File: config.mk
export PLATFORM = sky130hd
export DESIGN_NAME = serial_subtract_ctrl
export DESIGN_NICKNAME = d
export VERILOG_FILES = /design/src/rtl/serial_subtract_ctrl.sv
export SDC_FILE = /design/constraint.sdc
export NUM_CORES = 1
export LEC_CHECK = 0
export CAP_MARGIN = 20
export CELL_PAD_IN_SITES_DETAIL_PLACEMENT = 0
export CELL_PAD_IN_SITES_GLOBAL_PLACEMENT = 2
export CORE_MARGIN = 4
export CORE_UTILIZATION = 36
export CTS_CLUSTER_SIZE = 28
export DETAILED_ROUTE_END_ITERATION = 10
export GPL_TIMING_DRIVEN = 0
export PLACE_DENSITY_LB_ADDON = 0.1
export SETUP_SLACK_MARGIN = 0.1
export SYNTH_ARGS = -nofsm -noshare
export SYNTH_HDL_FRONTEND = slang
export SYNTH_SLANG_ARGS = --single-unit
export TNS_END_PERCENT = 50
File: constraint.sdc
create_clock -name clk -period 3.7 [get_ports clk]
set_clock_uncertainty 0.15 [all_clocks]
set_input_delay 0.37 -clock clk [delete_from_list [all_inputs] [get_ports clk]]
set_output_delay 0.37 -clock clk [all_outputs]
set_load 0.03 [all_outputs]
File: src/rtl/serial_subtract_ctrl.sv
// Bit-serial A - B controller: one subtract cell reused WIDTH times, LSB first, with valid/ready on both sides.
// Optional signed-overflow output is enabled by defining SERSUB_OVF_EN.
module serial_subtract_ctrl #(
    parameter int WIDTH = 8
) (
    input  logic             clk,
    input  logic             rst_n,
    input  logic             clr,
    input  logic             in_valid,
    output logic             in_ready,
    input  logic [WIDTH-1:0] a,
    input  logic [WIDTH-1:0] b,
    output logic             out_valid,
    input  logic             out_ready,
    output logic [WIDTH-1:0] diff,
    output logic             borrow_out,
    output logic             busy
`ifdef SERSUB_OVF_EN
    ,
    output logic             ovf
`endif
);

    localparam int CNT_W = (WIDTH > 1) ? $clog2(WIDTH) : 1;

    typedef enum logic [1:0] {
        S_IDLE,
        S_RUN,
        S_DONE
    } state_t;

    state_t           r_state;
    state_t           w_state_next;
    logic [WIDTH-1:0] r_a_sh;
    logic [WIDTH-1:0] r_b_sh;
    logic [WIDTH-1:0] r_res;
    logic [WIDTH-1:0] r_diff;
    logic             r_brw;
    logic             r_borrow;
    logic [CNT_W-1:0] r_cnt;

    logic             w_d;
    logic             w_brw_next;
    logic             w_last;
    logic             w_accept;
    logic [WIDTH-1:0] w_res_next;

`ifdef SERSUB_OVF_EN
    logic             r_a_msb;
    logic             r_b_msb;
    logic             r_ovf;
`endif

    // Two cascaded half-subtractors: the borrow chain is the only carried state between bits.
    assign w_d        = r_a_sh[0] ^ r_b_sh[0] ^ r_brw;
    assign w_brw_next = (~r_a_sh[0] & r_b_sh[0]) | (~(r_a_sh[0] ^ r_b_sh[0]) & r_brw);
    assign w_res_next = WIDTH'({w_d, r_res} >> 1);
    assign w_last     = (r_cnt == CNT_W'(WIDTH - 1));
    assign w_accept   = (r_state == S_IDLE) && in_valid && !clr;

    always_ff @(posedge clk or negedge rst_n) begin
        // NOTE: non-blocking assignments keep every register sampling pre-edge values.
        if (!rst_n) r_state <= S_IDLE;
        else        r_state <= w_state_next;
    end

    always_comb begin
        // NOTE: every output of this block gets a default first so no latch is inferred.
        w_state_next = r_state;
        in_ready     = 1'b0;
        out_valid    = 1'b0;
        busy         = 1'b1;
        case (r_state)
            S_IDLE: begin
                in_ready = 1'b1;
                busy     = 1'b0;
                if (in_valid) w_state_next = S_RUN;
            end
            S_RUN: begin
                if (w_last) w_state_next = S_DONE;
            end
            S_DONE: begin
                out_valid = 1'b1;
                if (out_ready) w_state_next = S_IDLE;
            end
            default: w_state_next = S_IDLE;
        endcase
        if (clr) w_state_next = S_IDLE;
    end

    always_ff @(posedge clk or negedge rst_n) begin
        if (!rst_n) begin
            r_a_sh   <= '0;
            r_b_sh   <= '0;
            r_res    <= '0;
            r_diff   <= '0;
            r_brw    <= 1'b0;
            r_borrow <= 1'b0;
            r_cnt    <= '0;
`ifdef SERSUB_OVF_EN
            r_a_msb  <= 1'b0;
            r_b_msb  <= 1'b0;
            r_ovf    <= 1'b0;
`endif
        end else if (clr) begin
            // Aborts drop the partial result but keep the last delivered diff/borrow_out.
            r_brw <= 1'b0;
            r_cnt <= '0;
`ifdef SERSUB_OVF_EN
            r_ovf <= 1'b0;
`endif
        end else if (w_accept) begin
            r_a_sh <= a;
            r_b_sh <= b;
            r_res  <= '0;
            r_brw  <= 1'b0;
            r_cnt  <= '0;
`ifdef SERSUB_OVF_EN
            r_a_msb <= a[WIDTH-1];
            r_b_msb <= b[WIDTH-1];
`endif
        end else if (r_state == S_RUN) begin
            r_res  <= w_res_next;
            r_a_sh <= r_a_sh >> 1;
            r_b_sh <= r_b_sh >> 1;
            r_brw  <= w_brw_next;
            r_cnt  <= r_cnt + CNT_W'(1);
            if (w_last) begin
                r_diff   <= w_res_next;
                r_borrow <= w_brw_next;
`ifdef SERSUB_OVF_EN
                r_ovf    <= (r_a_msb != r_b_msb) & (w_res_next[WIDTH-1] != r_a_msb);
`endif
            end
        end
    end

    assign diff       = r_diff;
    assign borrow_out = r_borrow;
`ifdef SERSUB_OVF_EN
    assign ovf        = r_ovf;
`endif

endmodule
==> metrics.md, run 1 <==
| Metric | Value |
|---|---|
| Worst-path fanout max | `9` |
| Met2 Use GR | `19.3%` |
| GRT overflow | `0` |
| Final net count | `196` |
| RSZ-0062 raised after global routing | `no` |
| Leading area contributor after synthesis | `dfrtp_1` |
| Yosys warns | `0` |
| Number of flops mapped to enable cells by yosys | `0` |
| Max stage delay on crit path | `0.65 ns` |
| Top cell type's share of synthesized area | `approximately 58%` |
| Power, Total | `~0.9 mW` |
| DR pass1 iterations | `4` |
| Cells on worst reg2reg path | `5` |
| DIE WIDTH | `75.8 um` |
| Leak | `1.03 nW` |
| Global-route wire length before repair | `5.58 mm` |
| DR vias/cell | `about 5` |
| GR Util met3 | `5.01%` |
| Initial antenna violation count | `0` |
| CP Data Required Time | `between 3 and 4 ns` |
| M1 GR Usage | `between 10% and 20%` |
| Setup-failing EPs final | `0` |
| R2r endpoint | `diff[3]` |
| Hpwl dp | `2.29 mm` |
| Resize count post-CTS | `0` |
| Post-synth cell types | `27` |
| Area Growth Syn to Fin | `27.9%` |
| Maximum vdd ir drop | `314 uV` |
| FFs w/ async S/R, synth | `100%` |
| Startpoint class of the critical path | `flip-flop` |
| Mapped Cells | `134` |
| Die Y | `75.8 um` |
| GRT Util Overall | `roughly an eighth` |
| Port bufs | `31` |
| CTS tree | `yes` |
| Num CTS Buffers | `5` |
| IO Count | `33` |
| Area of the die | `about 5700 um2` |
| Power Density | `428 nW/um2` |
| Post-CTS Setup Bufs | `0` |
| Slew Limit Fails | `0` |
| Row count | `24` |
| Worst reg-to-reg setup slack | `1.83 ns` |
| F_max | `425 MHz` |
| Wire length per cell | `14.7 um` |
| Syn avg cell area | `12.3 um2` |
| Pin count of the biggest net entering global routing | `39` |
| Critical-path top delay cell | `clkdlybuf4s50_1` |
| Post-synthesis net count | `between 150 and 200` |
| Antenna cell count | `0` |
| Via Count | `1145` |
| Initial core utilization | `37.4%` |
| Gr busiest metal | `met2` |
| Post-route DRC violation count | `0` |
| Antenna viol nets, final | `0` |
| RD Place Congestion | `roughly 0.71` |
| Cell Chain, Critical Path | `buf_2, or2_2, inv_1, clkdlybuf4s50_1` |
| Slew @ Worst Pin | `0.845 ns` |
| CTS root buf | `clkbuf_8` |
| TNS Setup | `0 ns` |
| Routed wire length | `about 3.3 mm` |
| Core Region | `4410 um2` |
| Worst endpoint data arrival time | `~1.8 ns` |
| CTS Hold Buffers Added | `0` |
| Vias in the first global route | `1157` |
| Starting DRC count in detailed routing | `35` |
| Ys flop type | `dfrtp_1` |
| CTS sink cnt | `38` |
| Register area share after synthesis | `about 58%` |
| Worst Setup End Kind | `output pin` |
| Clock transition at the registers of the reported paths | `0.07 ns` |
| Max-Cap Viols | `0` |
| Count leader, synth | `dfrtp_1` |
| Final Hold Viols | `0` |
| Mapped cell area | `1650 um2` |
| Latest clock arrival within the worst-skew pair | `about 0.28 ns` |
| Yosys reg bits | `38` |
| Run status | `finished, final reports clean` |
| Worst Path Class, Setup | `reg2out` |
| H-tree lvl count | `2` |
| Fraction of layout cells with a size suffix above 1 | `17.3%` |
| Reg-to-reg startpoint | `r_cnt[0]` |
| Tmin final | `2.35 ns` |
| Top cells by count, synth | `dfrtp_1, a22o_1, nand2_1` |
| Period utilization | `63.6%` |
| Slew headroom | `43.6%` |
| Hold Path Class | `in2async` |
| Largest cells by area after synthesis | `dfrtp_1, a22o_1, mux2_2` |
| Longest Clk Path Bufs | `2` |
==> worst max-delay path: cells and delay by family (launching register included) <==
family	cells	cell delay, ns
flops	1	0.36
buf+inv	3	0.87
simple gates	1	0.31
==> registers in the layout (all words and copies together) (netlist names) <==
register    count
borrow_out      1
diff            8
r_a_sh          8
r_b_sh          8
r_brw           1
r_cnt           3
r_res           7
r_state         2
==> per-layer routing <==
metal  vias up  part of all wire (%)
met5         -                     0
met1       565                    49
li1        549                     -
met4         0                  0.45
met2        29                    45
met3         2                   6.3
==> metrics by stage <==
step / hold slack (ns) / area [um2] / worst slack [ns] / std cells / utilization, %
floorplan: -0.0756 / 1650 / 2.04 / 134 / -
global placement: 0.309 / 2030 / 1.19 / 217 / 45.9
detailed placement: 0.320 / 2020 / 1.59 / 217 / 45.8
CTS: 0.0622 / 2110 / 1.31 / 225 / 47.9
global route: 0.0990 / 2110 / 1.27 / 225 / 47.9
finish: 0.0343 / 2110 / 1.35 / 225 / 47.9
==> logic make-up after synthesis <==
group                    synth area share (%)
AND/OR/NAND/NOR                          9.84
adder cells (fa/ha/maj)                  2.73
AO/OA/AOI/OAI                            19.2
flip-flops                               57.5
buffers and inverters                    4.01
multiplexers                             6.74
==> area by class of cell <==
type,count,area (um2)
buffer,8,51.3
clock buffer,7,86.3
clock inverter,1,5.00
fill,410,2300
inverter,4,15.0
multi-input combinational,84,636
sequential,38,951
tap,52,65.1
timing repair buffer,31,305
==> power breakdown <==
| group | leakage (nW) | switching, mW | total [mW] | internal, mW |
|---|---|---|---|---|
| Combinational | 0.481 | 0.0598 | 0.129 | 0.0691 |
| Clock | 0.0482 | 0.142 | 0.292 | 0.150 |
| Sequential | 0.505 | 0.0253 | 0.483 | 0.458 |
| Total | 1.03 | 0.227 | 0.904 | 0.677 |
==> placed cells by master (no fill, tap or decap), drive strengths merged <==
master and instances:
dfrtp 38, clkdlybuf4s50 30, a22o 15, nand2 14, a21o 13, mux2 9, a21oi 8, buf 8
clkbuf 8, nor2 6, inv 4, a22oi 3, nor2b 2, ha 2, or2 1, nor3b 1
or3b 1, nor4b 1, nand3b 1, o21bai 1, nor3 1, a221o 1, a211oi 1, mux2i 1
nand2b 1, fa 1, clkinv 1
==> worst max-delay path by stage <==
stage / startpoint / endpoint / depth (start not counted)
after CTS: r_state[0] / in_ready / 4
after global routing: r_state[0] / in_ready / 4
final: r_state[0] / in_ready / 4
after floorplan: r_cnt[0] / borrow_out / 5
after detailed placement: in_valid / r_a_sh[4] / 5
after global placement: rst_n / diff[3] / 1
No activity file was read; power rests on OpenSTA's default activity.
==> run 2, diff against run 1 <==
--- a/config.mk
+++ b/config.mk
@@ -9,7 +9,7 @@
 export CELL_PAD_IN_SITES_DETAIL_PLACEMENT = 0
 export CELL_PAD_IN_SITES_GLOBAL_PLACEMENT = 2
 export CORE_MARGIN = 4
-export CORE_UTILIZATION = 36
+export CORE_UTILIZATION = 30
 export CTS_CLUSTER_SIZE = 28
 export DETAILED_ROUTE_END_ITERATION = 10
 export GPL_TIMING_DRIVEN = 0
==> constraint.sdc (replaced) <==
create_clock -name clk -period 2.1 [get_ports clk]
set_clock_uncertainty 0.15 [all_clocks]
set_input_delay 0.21 -clock clk [delete_from_list [all_inputs] [get_ports clk]]
set_output_delay 0.21 -clock clk [all_outputs]
set_load 0.03 [all_outputs]
==> run 2 against run 1 <==
Die area up 18%. Sequential cell count unchanged. Sequential share of layout area fell by 1.6 points. Largest cell class unchanged. Critical endpoint unchanged. Cell area up 3.8%. Highest routed layer unchanged. Power up 85%. Via count rose by 1.7%. Count of clock-buffer cells in the layout is 1 higher. Wire length grew 3.9%. Non-clock buffer count is 5 higher. First-iteration DRC count rose by 57%. Global-route usage shrank 1.7 points.
==> metrics.md, run 2 (synthesized netlist as in run 1, its figures left out) <==
| Metric | Value |
|---|---|
| CTS tree | `yes` |
| Cells on worst reg2reg path | `5` |
| Run status | `finished, final reports clean` |
| CTS sink cnt | `38` |
| Worst reg-to-reg setup slack | `0.25 ns` |
| Most common cell after layout, fill and taps aside | `dfrtp_1` |
| Antenna cell count | `0` |
| Hpwl dp | `2.43 mm` |
| Fraction of layout cells with a size suffix above 1 | `approximately a fifth` |
| Port bufs | `31` |
| F_max | `519 MHz` |
| Via Count | `between 1k and 1.5k` |
| Worst endpoint data arrival time | `1.57 ns` |
| GRT overflow | `0` |
| Die Y | `82.2 um` |
| Hold path endpoint | `r_b_sh[2]` |
| Setup-failing EPs final | `0` |
| Starting DRC count in detailed routing | `55` |
| Most frequent cells in the layout | `dfrtp_1, clkdlybuf4s50_1, a22o_1, nand2_1, a21o_1` |
| Power Density | `761 nW/um2` |
| Placed cells | `roughly 240` |
| M1 GR Usage | `15.1%` |
| Post-layout util | `41.9%` |
| Final net count | `201` |
| Maximum vdd ir drop | `270 uV` |
| Wire length per cell | `around 14 um` |
| Final Hold Viols | `0` |
| Initial core utilization | `31.6%` |
| Worst Setup End Kind | `output pin` |
| Routed wire length | `3.45 mm` |
| CP Data Required Time | `about 1.7 ns` |
| R2r endpoint | `diff[3]` |
| GRT Util Overall | `11.4%` |
| Num CTS Buffers | `5` |
| Latest clock arrival within the worst-skew pair | `0.29 ns` |
| Area of the multi-input gates | `around 640 um2` |
| Startpoint class of the critical path | `flip-flop` |
| Core Region | `around 5200 um2` |
| Fin cells | `around 250` |
| RSZ-0062 raised after global routing | `yes` |
| GR Util met3 | `3.58%` |
| DIE WIDTH | `82.2 um` |
| Pin count of the biggest net entering global routing | `39` |
| Tmin final | `around 1.9 ns` |
| Register area | `951 um2` |
| Antenna viol nets, final | `0` |
| Initial antenna violation count | `0` |
| Vias in the first global route | `1185` |
| Gr busiest metal | `met2` |
| Power, Total | `1.67 mW` |
| Worst hold-check slack | `0.330 ns` |
| Met2 Use GR | `17.6%` |
| Worst-path fanout max | `9` |
| Clock transition at the registers of the reported paths | `0.08 ns` |
| TNS Setup | `0 ns` |
| DR pass1 iterations | `4` |
| Slew headroom | `between 40% and 50%` |
| Dpl cell area | `just over 2000 um2` |
| Final setup margin | `0.174 ns` |
| Area of the die | `just under 7000 um2` |
| Leak | `1.07 nW` |
| Hold Path Class | `reg2reg` |
| Worst hold path depth | `1` |
| H-tree lvl count | `2` |
| Fillcell total | `around 520` |
| DR vias/cell | `4.69` |
| Max-Cap Viols | `0` |
| Worst slack, placed | `0.125 ns` |
| Slew @ Worst Pin | `between 0.8 and 0.9 ns` |
| Row count | `26` |
| Worst Path Class, Setup | `reg2out` |
| Area Growth Syn to Fin | `32.8%` |
| CTS root buf | `clkbuf_8` |
| Longest Clk Path Bufs | `2` |
| Reg-to-reg startpoint | `r_cnt[0]` |
| Post-route cell area | `2190 um2` |
| Hold path startpoint | `r_b_sh[2]` |
| Global-route wire length before repair | `around 5.8 mm` |
| Post-route DRC violation count | `0` |
| IO Count | `33` |
| Slew Limit Fails | `0` |
| Period utilization | `91.7%` |
| RD Place Congestion | `approximately 0.7` |
run 2: cell types whose count changed in the layout (fill, tap and decap cells not counted):
cell,previous run,this run
clkbuf_8,6,8
buf_4,0,3
dlygate4sd3_1,0,2
clkdlybuf4s50_1,30,27
dlygate4sd2_1,0,3
clkinv_2,1,0
clkbuf_1,2,1
run 2: power breakdown:
group	internal, mW	switching [mW]	total (mW)
registers	0.807	0.0432	0.850
clock network	0.332	0.256	0.588
logic	0.126	0.107	0.233
run 2: final cells by class:
class                   count  share of cell area (%)
multi-input cells          84                    29.0
plain buffers               8                    2.34
repair buffers             36                    15.7
flip-flops and latches     38                    43.3
clock buffers               8                    5.02
inverters                   4                   0.684
well taps                  70                    3.99
run 2: critical path, cell delays in order (launching register included):
cell           delay (ns)
dfrtp_1              0.36
buf_2                0.17
or2_2                0.31
inv_1                0.05
dlygate4sd2_1        0.39
run 2: metal layers:
layer / vias up / share of wire, % / routed length, um
met5: - / 0 / 0
met4: 0 / 0.99 / 34
met3: 5 / 5.2 / 179
met2: 30 / 46 / 1600
met1: 567 / 47 / 1630
li1: 562 / - / -
run 2: how the worst max path moves through the flow:
stage,from,to
2_1_floorplan,r_cnt[0],borrow_out
5_1_grt,r_state[0],in_ready
3_5_place_dp,in_valid,r_a_sh[3]
4_1_cts,clr,r_a_sh[3]
3_3_place_gp,rst_n,diff[3]
6_report,r_state[0],in_ready
run 2: timing repair:
item / CTS / global route
setup endpoints to repair: 3 / 11
gates resized for setup: 3 / 0
hold buffers: 2 / 0
pin swaps: 0 / 1
endpoints found under the hold margin: 44 / 0
buffers inserted: 0 / 3
